## config.mk

```make
export PLATFORM = sky130hd
export DESIGN_NAME = mem_arbiter_flat
export DESIGN_NICKNAME = d
export VERILOG_FILES = /design/src/rtl/mips_pkg.sv /design/src/rtl/mem_arbiter_if.sv /design/src/rtl/arb_timer.sv /design/src/rtl/mem_arbiter.sv /design/src/flat_wrapper.sv
export SDC_FILE = /design/constraint.sdc
export NUM_CORES = 1
export LEC_CHECK = 0
export ABC_CLOCK_PERIOD_IN_PS = 3100
export CAP_MARGIN = 20
export CORE_MARGIN = 2
export CORE_UTILIZATION = 41
export CTS_CLUSTER_DIAMETER = 100
export DETAILED_ROUTE_END_ITERATION = 8
export GPL_TIMING_DRIVEN = 0
export PLACE_DENSITY = 0.94
export SLEW_MARGIN = 20
export SYNTH_ARGS = -nofsm -noshare
export SYNTH_HDL_FRONTEND = slang
export SYNTH_SLANG_ARGS = --single-unit
```

## constraint.sdc

```tcl
create_clock -name clk -period 3.1 [get_ports clk]
set_clock_uncertainty 0.2 [all_clocks]
set_input_delay 0.31 -clock clk [delete_from_list [all_inputs] [get_ports clk]]
set_output_delay 0.31 -clock clk [all_outputs]
set_load 0.005 [all_outputs]
```

## src/rtl/mips_pkg.sv

```systemverilog
// Shared types and defaults for the memory arbiter: FSM state encoding,
// grant-bit meaning and parameter defaults.
package mips_pkg;

  typedef enum logic [1:0] {
    IDLE     = 2'd0,
    GRANT_IF = 2'd1,
    GRANT_DM = 2'd2
  } arb_state_t;

  // Value held in the last-grant flop for each requester
  localparam logic GRANT_IF_BIT = 1'b0;
  localparam logic GRANT_DM_BIT = 1'b1;

  localparam int DEFAULT_WIDTH   = 32;
  localparam int DEFAULT_TIMEOUT = 16;

endpackage

```

## src/rtl/mem_arbiter_if.sv

```systemverilog
// Bus bundle between the fetch/data requesters, the arbiter and unified memory.
// master = arbiter side, slave = requesters plus memory.
interface mem_arbiter_if
  import mips_pkg::*;
#(
  parameter int WIDTH = DEFAULT_WIDTH
);

  logic             if_req;
  logic [WIDTH-1:0] if_addr;
  logic [WIDTH-1:0] if_rdata;
  logic             if_ready;

  logic             dm_req;
  logic             dm_we;
  logic [WIDTH-1:0] dm_addr;
  logic [WIDTH-1:0] dm_wdata;
  logic [WIDTH-1:0] dm_rdata;
  logic             dm_ready;

  logic             mem_req;
  logic             mem_we;
  logic [WIDTH-1:0] mem_addr;
  logic [WIDTH-1:0] mem_wdata;
  logic [WIDTH-1:0] mem_rdata;
  logic             mem_ack;

  logic             stall_fetch;
  logic             stall_mem;

  modport master (
    input  if_req, if_addr,
    input  dm_req, dm_we, dm_addr, dm_wdata,
    input  mem_rdata, mem_ack,
    output if_rdata, if_ready,
    output dm_rdata, dm_ready,
    output mem_req, mem_we, mem_addr, mem_wdata,
    output stall_fetch, stall_mem
  );

  modport slave (
    output if_req, if_addr,
    output dm_req, dm_we, dm_addr, dm_wdata,
    output mem_rdata, mem_ack,
    input  if_rdata, if_ready,
    input  dm_rdata, dm_ready,
    input  mem_req, mem_we, mem_addr, mem_wdata,
    input  stall_fetch, stall_mem
  );

endinterface

```

## src/rtl/arb_timer.sv

```systemverilog
// Wait-cycle counter for the memory arbiter; only instantiated when
// MEM_ARB_TIMEOUT_EN is defined.
module arb_timer
  import mips_pkg::*;
#(
  parameter int TIMEOUT = DEFAULT_TIMEOUT
) (
  input  logic clk,
  input  logic reset,
  input  logic run,
  input  logic clr,
  output logic expired
);

  // expired fires on the edge that would take the count to TIMEOUT
  localparam logic [7:0] TC = 8'(TIMEOUT - 1);

  logic [7:0] r_cnt;

  always_ff @(posedge clk) begin
    if (!reset || clr) begin
      r_cnt <= 8'd0;
    end else if (run) begin
      r_cnt <= r_cnt + 8'd1;
    end
  end

  assign expired = run && (r_cnt == TC);

endmodule

```

## src/rtl/mem_arbiter.sv

```systemverilog
// Two-port (fetch / data) round-robin arbiter onto one unified memory port.
// Optional timeout with sticky err output when MEM_ARB_TIMEOUT_EN is defined.
//
// state    | meaning
// IDLE     | no access in flight; arbitrate unless a ready pulse is going out
// GRANT_IF | fetch access on the memory port, waiting for mem_ack
// GRANT_DM | data access on the memory port, waiting for mem_ack
module mem_arbiter
  import mips_pkg::*;
#(
  parameter int WIDTH   = DEFAULT_WIDTH,
  parameter int TIMEOUT = DEFAULT_TIMEOUT
) (
  input  logic          clk,
  input  logic          reset,
  mem_arbiter_if.master bus
`ifdef MEM_ARB_TIMEOUT_EN
  ,
  output logic          err
`endif
);

  if (TIMEOUT < 2 || TIMEOUT > 255) begin : g_bad_timeout
    $error("mem_arbiter: TIMEOUT must be within 2..255");
  end

  arb_state_t       r_state;
  logic             r_last;
  logic             r_mem_req;
  logic             r_mem_we;
  logic [WIDTH-1:0] r_mem_addr;
  logic [WIDTH-1:0] r_mem_wdata;
  logic [WIDTH-1:0] r_if_rdata;
  logic [WIDTH-1:0] r_dm_rdata;
  logic             r_if_ready;
  logic             r_dm_ready;

  logic             w_pick_dm;
  logic             w_rdy_busy;
  logic             w_expired;
  logic             w_finish;

  always_comb begin
    w_pick_dm  = bus.dm_req && (!bus.if_req || (r_last == GRANT_IF_BIT));
    w_rdy_busy = r_if_ready || r_dm_ready;
    w_finish   = bus.mem_ack || w_expired;
  end

`ifdef MEM_ARB_TIMEOUT_EN
  logic r_err;

  arb_timer #(
    .TIMEOUT (TIMEOUT)
  ) u_timer (
    .clk     (clk),
    .reset   (reset),
    .run     (r_mem_req && !bus.mem_ack),
    .clr     (!r_mem_req),
    .expired (w_expired)
  );

  always_ff @(posedge clk) begin
    if (!reset) begin
      r_err <= 1'b0;
    end else if (w_expired) begin
      r_err <= 1'b1;
    end
  end

  assign err = r_err;
`else
  assign w_expired = 1'b0;
`endif

  always_ff @(posedge clk) begin
    if (!reset) begin
      r_state     <= IDLE;
      r_last      <= GRANT_IF_BIT;
      r_mem_req   <= 1'b0;
      r_mem_we    <= 1'b0;
      r_mem_addr  <= '0;
      r_mem_wdata <= '0;
      r_if_rdata  <= '0;
      r_dm_rdata  <= '0;
      r_if_ready  <= 1'b0;
      r_dm_ready  <= 1'b0;
    end else begin
      r_if_ready <= 1'b0;
      r_dm_ready <= 1'b0;
      case (r_state)
        IDLE: begin
          // Skipping the ready cycle keeps a still-held request from a second grant
          if (!w_rdy_busy && (bus.if_req || bus.dm_req)) begin
            r_mem_req <= 1'b1;
            if (w_pick_dm) begin
              r_state     <= GRANT_DM;
              r_last      <= GRANT_DM_BIT;
              r_mem_addr  <= bus.dm_addr;
              r_mem_wdata <= bus.dm_wdata;
              r_mem_we    <= bus.dm_we;
            end else begin
              r_state     <= GRANT_IF;
              r_last      <= GRANT_IF_BIT;
              r_mem_addr  <= bus.if_addr;
              r_mem_wdata <= '0;
              r_mem_we    <= 1'b0;
            end
          end
        end
        GRANT_IF: begin
          if (w_finish) begin
            r_if_rdata <= bus.mem_ack ? bus.mem_rdata : '0;
            r_if_ready <= 1'b1;
            r_mem_req  <= 1'b0;
            r_mem_we   <= 1'b0;
            r_state    <= IDLE;
          end
        end
        GRANT_DM: begin
          if (w_finish) begin
            if (!r_mem_we) begin
              r_dm_rdata <= bus.mem_ack ? bus.mem_rdata : '0;
            end
            r_dm_ready <= 1'b1;
            r_mem_req  <= 1'b0;
            r_mem_we   <= 1'b0;
            r_state    <= IDLE;
          end
        end
        default: begin
          r_state   <= IDLE;
          r_mem_req <= 1'b0;
          r_mem_we  <= 1'b0;
        end
      endcase
    end
  end

  assign bus.mem_req     = r_mem_req;
  assign bus.mem_we      = r_mem_we;
  assign bus.mem_addr    = r_mem_addr;
  assign bus.mem_wdata   = r_mem_wdata;
  assign bus.if_rdata    = r_if_rdata;
  assign bus.if_ready    = r_if_ready;
  assign bus.dm_rdata    = r_dm_rdata;
  assign bus.dm_ready    = r_dm_ready;
  assign bus.stall_fetch = bus.if_req && !r_if_ready;
  assign bus.stall_mem   = bus.dm_req && !r_dm_ready;

endmodule
```

## src/flat_wrapper.sv

```systemverilog
// flat-port wrapper written by rule: the top's interface ports become plain ports
module mem_arbiter_flat import mips_pkg::*;
#(
  parameter int WIDTH   = DEFAULT_WIDTH,
  parameter int TIMEOUT = DEFAULT_TIMEOUT
)
  (clk, reset, bus_if_req, bus_if_addr, bus_dm_req, bus_dm_we, bus_dm_addr, bus_dm_wdata, bus_mem_rdata, bus_mem_ack, bus_if_rdata, bus_if_ready, bus_dm_rdata, bus_dm_ready, bus_mem_req, bus_mem_we, bus_mem_addr, bus_mem_wdata, bus_stall_fetch, bus_stall_mem);
  mem_arbiter_if #(.WIDTH(WIDTH)) bus_i ();
  input  logic clk;
  input  logic reset;
  input wire logic [$bits(bus_i.if_req)-1:0] bus_if_req;
  input wire logic [$bits(bus_i.if_addr)-1:0] bus_if_addr;
  input wire logic [$bits(bus_i.dm_req)-1:0] bus_dm_req;
  input wire logic [$bits(bus_i.dm_we)-1:0] bus_dm_we;
  input wire logic [$bits(bus_i.dm_addr)-1:0] bus_dm_addr;
  input wire logic [$bits(bus_i.dm_wdata)-1:0] bus_dm_wdata;
  input wire logic [$bits(bus_i.mem_rdata)-1:0] bus_mem_rdata;
  input wire logic [$bits(bus_i.mem_ack)-1:0] bus_mem_ack;
  output wire logic [$bits(bus_i.if_rdata)-1:0] bus_if_rdata;
  output wire logic [$bits(bus_i.if_ready)-1:0] bus_if_ready;
  output wire logic [$bits(bus_i.dm_rdata)-1:0] bus_dm_rdata;
  output wire logic [$bits(bus_i.dm_ready)-1:0] bus_dm_ready;
  output wire logic [$bits(bus_i.mem_req)-1:0] bus_mem_req;
  output wire logic [$bits(bus_i.mem_we)-1:0] bus_mem_we;
  output wire logic [$bits(bus_i.mem_addr)-1:0] bus_mem_addr;
  output wire logic [$bits(bus_i.mem_wdata)-1:0] bus_mem_wdata;
  output wire logic [$bits(bus_i.stall_fetch)-1:0] bus_stall_fetch;
  output wire logic [$bits(bus_i.stall_mem)-1:0] bus_stall_mem;
  assign bus_i.if_req = bus_if_req;
  assign bus_i.if_addr = bus_if_addr;
  assign bus_i.dm_req = bus_dm_req;
  assign bus_i.dm_we = bus_dm_we;
  assign bus_i.dm_addr = bus_dm_addr;
  assign bus_i.dm_wdata = bus_dm_wdata;
  assign bus_i.mem_rdata = bus_mem_rdata;
  assign bus_i.mem_ack = bus_mem_ack;
  assign bus_if_rdata = bus_i.if_rdata;
  assign bus_if_ready = bus_i.if_ready;
  assign bus_dm_rdata = bus_i.dm_rdata;
  assign bus_dm_ready = bus_i.dm_ready;
  assign bus_mem_req = bus_i.mem_req;
  assign bus_mem_we = bus_i.mem_we;
  assign bus_mem_addr = bus_i.mem_addr;
  assign bus_mem_wdata = bus_i.mem_wdata;
  assign bus_stall_fetch = bus_i.stall_fetch;
  assign bus_stall_mem = bus_i.stall_mem;
  mem_arbiter #(.WIDTH(WIDTH), .TIMEOUT(TIMEOUT)) u_core (.clk(clk), .reset(reset), .bus(bus_i));
endmodule
```

=== Yosys cells after proc, flatten, opt, wreduce, memory -nomap -nowiden ===
Index checks and enable logic that the tools add are counted.

* Multipliers: 0
* $add $sub $neg: 0
* Bitwise logic cells: 2
* Div/mod/pow operators: 0
* Mux-type cells: 14
* Eq/ne operators: 4
* Reductions and logical operators: 19
* Shift-type cells: 0
* $lt $le $gt $ge: 0

{| class="wikitable"
|+ Operators with widths
! cell !! count
|-
| $mux W32 || 2
|-
| $reduce_and A2 Y1 || 5
|-
| $mux W1 || 6
|-
| $mux W2 || 3
|-
| $logic_and A1 B1 Y1 || 4
|-
| $logic_not A1 Y1 || 4
|-
| $ne A2 B1 Y1 const B || 2
|-
| $pmux W1 S2 || 2
|-
| $pmux W2 S2 || 1
|-
| $logic_or A1 B1 Y1 || 3
|-
| $reduce_and A3 Y1 || 1
|-
| $eq A2 B1 Y1 const B || 1
|-
| $eq A2 B2 Y1 const B || 1
|-
| $logic_not A2 Y1 || 1
|-
| $not A1 Y1 || 2
|-
| $reduce_or A2 Y1 || 1
|}

* Memory bits (writable): 0
* Latch bits: 0
* Memories kept: 0
* Register bits: 135
* Word-level logic and storage cells: 49
* Bits of input ports: 134
* Output and inout port bits: 134
* Memory bits (read-only): 0

=== Longest topological paths before layout ===
* Depth in word-level cells: 6
* Mapped depth: 8
* Gate-level depth less buffers: 6

=== Worst setup path before layout ===
Ideal clock, no wire load.

* Path kind: reg-to-reg
* Start point: register u_core.r_state[0]
* End point: register u_core.r_mem_wdata[2], in the netlist u_core.bus.mem_wdata[2]
* Library setup time: 0.128 ns
* Arrival: 1.395 ns
* Slack: 1.377 ns
* Clock period less this slack: 1.723 ns
* Cell stages (with the launch flop): 8
* Required time: 2.772 ns
* Buffers on the path: 1
* Cell sequence: dfxtp_1 -> inv_1 -> ha_1 -> nor3b_2 -> o21ai_1 -> buf_2 -> a22oi_1 -> nor2_1

* Cells in the longest elaborated chain, start to end: 2

{| class="wikitable"
|+ RTL lines
! what !! line !! text
|-
| from (decl) || mem_arbiter.sv:27 || <nowiki>arb_state_t r_state;</nowiki>
|-
| from (signal assigned) || mem_arbiter.sv:77 || <nowiki>r_state <= IDLE;</nowiki>
|-
| from (signal assigned) || mem_arbiter.sv:96 || <nowiki>r_state <= GRANT_DM;</nowiki>
|-
| from (signal assigned) || mem_arbiter.sv:102 || <nowiki>r_state <= GRANT_IF;</nowiki>
|-
| $logic_not A2 Y1 || mem_arbiter.sv:90 || <nowiki>case (r_state)</nowiki>
|-
| $reduce_and A2 Y1 (no source line) || -- ||
|-
| to (signal assigned) || mem_arbiter.sv:99 || <nowiki>r_mem_wdata <= bus.dm_wdata;</nowiki>
|-
| to (decl) || mem_arbiter.sv:32 || <nowiki>logic [WIDTH-1:0] r_mem_wdata;</nowiki>
|}

No other way between the ends.
A chain may end at the register's enable or synchronous reset.

=== Worst setup path in the final report ===
* Start point: input port bus_dm_req
* End point: output port bus_stall_mem

* Cells in the longest elaborated chain, start to end: 1

{| class="wikitable"
|+ RTL lines
! what !! line !! text
|-
| from (decl) || flat_wrapper.sv:13 || <nowiki>input wire logic [$bits(bus_i.dm_req)-1:0] bus_dm_req;</nowiki>
|-
| $logic_and A1 B1 Y1 || mem_arbiter.sv:148 || <nowiki>assign bus.stall_mem = bus.dm_req && !r_dm_ready;</nowiki>
|-
| to (decl) || flat_wrapper.sv:28 || <nowiki>output wire logic [$bits(bus_i.stall_mem)-1:0] bus_stall_mem;</nowiki>
|}

No other way between the ends.

==> flow_summary.json <==
{
  "cp-end-kind": "primary output",
  "cts_tree": "built",
  "internal_power_mw": 3.92,
  "maxSlewViolCount": 0,
  "worstReg2RegStart": "u_core.r_state[0]",
  "core_area_sq_um": 11400,
  "ys_async_sr_fraction": 0,
  "area_growth_pct": 72.6,
  "gp_congestion": 0.861,
  "ys_seq_area_frac": 0.562,
  "synth_top_cell_area_share": 0.562,
  "worst-r2r-setup-slack_ps": 1020,
  "fp.dieW_um": 112,
  "overflow": 0,
  "ys_top_cells_by_area": "dfxtp_1, nand2_1, a21oi_1, nor2_1, a22oi_1",
  "synth_cell_types": 27,
  "num-nets-final": 993,
  "antenna_found_initial": 0,
  "start_util": 0.421,
  "p_comb_frac": 0.208,
  "synth_edf_count": 0,
  "io_buffers": 267,
  "yosysTopAreaCell": "dfxtp_1",
  "fin_tns_setup_ps": 0,
  "cts_num_sinks": 135,
  "critPathRequiredTime_ps": 2590,
  "ir_drop_uv": 331,
  "placementRows": 39,
  "worst_pin_slew_ps": 559,
  "holdBufCountCts": 0,
  "routed_via_density": 5.18,
  "clock-root-buffer": "clkbuf_16",
  "p_leak_nw": 3.03,
  "grt_pass1_wl_mm": 26.3,
  "path_max_fanout": 6,
  "grt_util_all_layers": 0.263,
  "finalWorstSetupSlack_ps": 974,
  "wirelength_mm": 16.8,
  "drv_cap": 0,
  "synth_fa_ha_area_frac": 0.00781,
  "hold_viol_final": 0,
  "drt_first_pass_iters": 5,
  "max_stage_delay_ps": 620,
  "dieArea_sq_um": 12600,
  "cts_resized": 0,
  "seqPwrFrac": 0.379,
  "insertion_delay_ps": 410,
  "yosys_most_used_dff": "dfxtp_1",
  "cpMaxStageDelayCell": "clkdlybuf4s50_1",
  "min_path_type": "flop to flop",
  "syn_inst": 570,
  "synth.area.mux_share": 0.00208,
  "clk_pin_slew_ps": 60,
  "cts_buffers": 17,
  "switching_share": 0.253,
  "n_antenna_cell": 0,
  "drt-initial-drc-count": 356,
  "syn_avg_cell_area_sq_um": 8.43,
  "worst_slew_margin_rel": 0.628,
  "final_layout_size_suffix_gt1_frac": 0.0611,
  "path_delay_family": "buffers and inverters",
  "dr_total_vias": 5235,
  "power_frac_clock": 0.413,
  "path_buf_inv": 2,
  "p_per_area_nw_per_um2": 633,
  "cp.arrival_ps": 1620,
  "netlist_area_sq_um": 4810,
  "synth_xor_area_frac": 0,
  "crit_type": "primary input to primary output",
  "rsz0062_at_grt": "no",
  "most-common-layout-cells": "clkdlybuf4s50_1, dfxtp_1, nand2_1",
  "clock_path_buffers": 2,
  "max_freq_mhz": 470,
  "drc": 0,
  "reg2reg_to": "u_core.bus.dm_rdata[14]",
  "grt_pass1_vias": 5325,
  "critPathLaunch": "bus_dm_req",
  "cts_setup_buffers": 0,
  "die_h_um": 112,
  "reg2reg_depth": 8,
  "netSwitchingPower_mw": 1.33,
  "post-route-min-period_ps": 2130,
  "ios": 268,
  "setup_violations": 0,
  "hpwl_mm": 12.8,
  "worstPathCellList": "clkdlybuf4s50_1 > nor2b_1 > clkdlybuf4s50_1",
  "syn_nets": 707,
  "final_common_cell": "clkdlybuf4s50_1",
  "worst-path-stages": 3,
  "crit_path_end": "bus_stall_mem",
  "wire_per_inst_um": 16.6,
  "grt_max_degree": 17,
  "fin_crit_sh": 0.686,
  "dp_slack_ps": 723,
  "synth_compound_area_frac": 0.206,
  "h-tree-depth": 4,
  "crit_path_frequent_cell": "clkdlybuf4s50_1",
  "synth_top_family_by_area": "compound AO/OA/AOI/OAI gates",
  "postRouteAntennaNets": 0,
  "synth-simple-area-share": 0.174,
  "synth-seq-cells": 135,
  "start_kind": "primary input",
  "synth_warnings": 0,
  "status": "complete, no violations"
}
## power by group through the flow
stage / clock network (mW) / registers, mW / logic, mW
6_report: 2.17 / 1.99 / 1.09
5_1_grt: 2.28 / 2.01 / 1.19
4_1_cts: 2.19 / 1.99 / 1.10
3_5_place_dp: 0 / 2.02 / 1.09
3_3_place_gp: 0 / 2.02 / 1.06
2_1_floorplan: 0 / 2.03 / 0.441
## worst reg2reg max path, delay by kind of cell, from the launching register on
| family | cells | cell delay [ps] |
|---|---|---|
| and+or+nand+nor | 3 | 360 |
| DFF | 1 | 330 |
| AOI/OAI and AO/OA | 1 | 170 |
| buffers and inverters | 3 | 750 |
| adders and majority gates | 1 | 200 |
## flip-flops by register name, summed over array words and instances (netlist names), 2 cells and up
register / count
u_core.r_state: 2
u_core.bus.dm_rdata: 32
u_core.bus.mem_addr: 32
u_core.bus.if_rdata: 32
u_core.bus.mem_wdata: 32
## synth_stat cells, drive strengths merged (2+ instances only)
cell,instances
nor2b,3
buf,23
o21ai,34
a22oi,32
and2,2
o32ai,2
clkbuf,21
nor2,69
nand3,3
o22ai,31
inv,3
ha,3
a21oi,67
dfxtp,135
nand2b,2
nand2,133
## worst min-delay path by stage
| stage | start | endpoint | slack, ps | cells after the start |
|---|---|---|---|---|
| 2_1_floorplan | reset | u_core.bus.mem_addr[0] | 250 | 2 |
| 3_3_place_gp | u_core.bus.dm_rdata[5] | u_core.bus.dm_rdata[5] | 240 | 2 |
| 3_5_place_dp | u_core.bus.dm_rdata[7] | u_core.bus.dm_rdata[7] | 250 | 2 |
| 4_1_cts | u_core.bus.dm_rdata[7] | u_core.bus.dm_rdata[7] | 250 | 2 |
| 5_1_grt | u_core.bus.dm_rdata[29] | u_core.bus.dm_rdata[29] | 270 | 2 |
| 6_report | u_core.bus.dm_rdata[7] | u_core.bus.dm_rdata[7] | 250 | 2 |
## cell families (layout without fill, tap and decap cells)
kind of cell | Yosys count | count (layout)
AOI/OAI and AO/OA | 170 | 170
buffers and inverters | 47 | 345
DFF | 135 | 135
adders and majority gates | 3 | 3
and+or+nand+nor | 214 | 214
muxes | 1 | 1
## routing by layer
layer	up-vias	track usage	part of all wire
met4	0	0.102	0.024
li1	2510	-	-
met5	-	0	0
met1	2449	0.277	0.38
met3	34	0.0767	0.076
met2	242	0.491	0.52
## stage by stage
stage          instances  hold slack, ps  power (mW)  instance area (sq um)  utilization
5_1_grt             1011             267        5.48                   8300        0.726
3_5_place_dp         980             247        3.11                   7660        0.671
6_report            1011             253        5.25                   8300        0.726
4_1_cts             1011             255        5.27                   8300        0.726
2_1_floorplan        570             246        2.47                   4810            -
3_3_place_gp         980             241        3.08                   7660        0.671
## area by class of cell
class / instances / area [sq um]
Timing Repair Buffer: 267 / 2670
Fill cell: 835 / 3120
Multi-Input combinational cell: 388 / 1870
Sequential cell: 135 / 2700
Tap cell: 143 / 179
Clock buffer: 21 / 470
Inverter: 3 / 11.3
Buffer: 44 / 219
Clock inverter: 10 / 168
(Power assumes the default switching activity.)
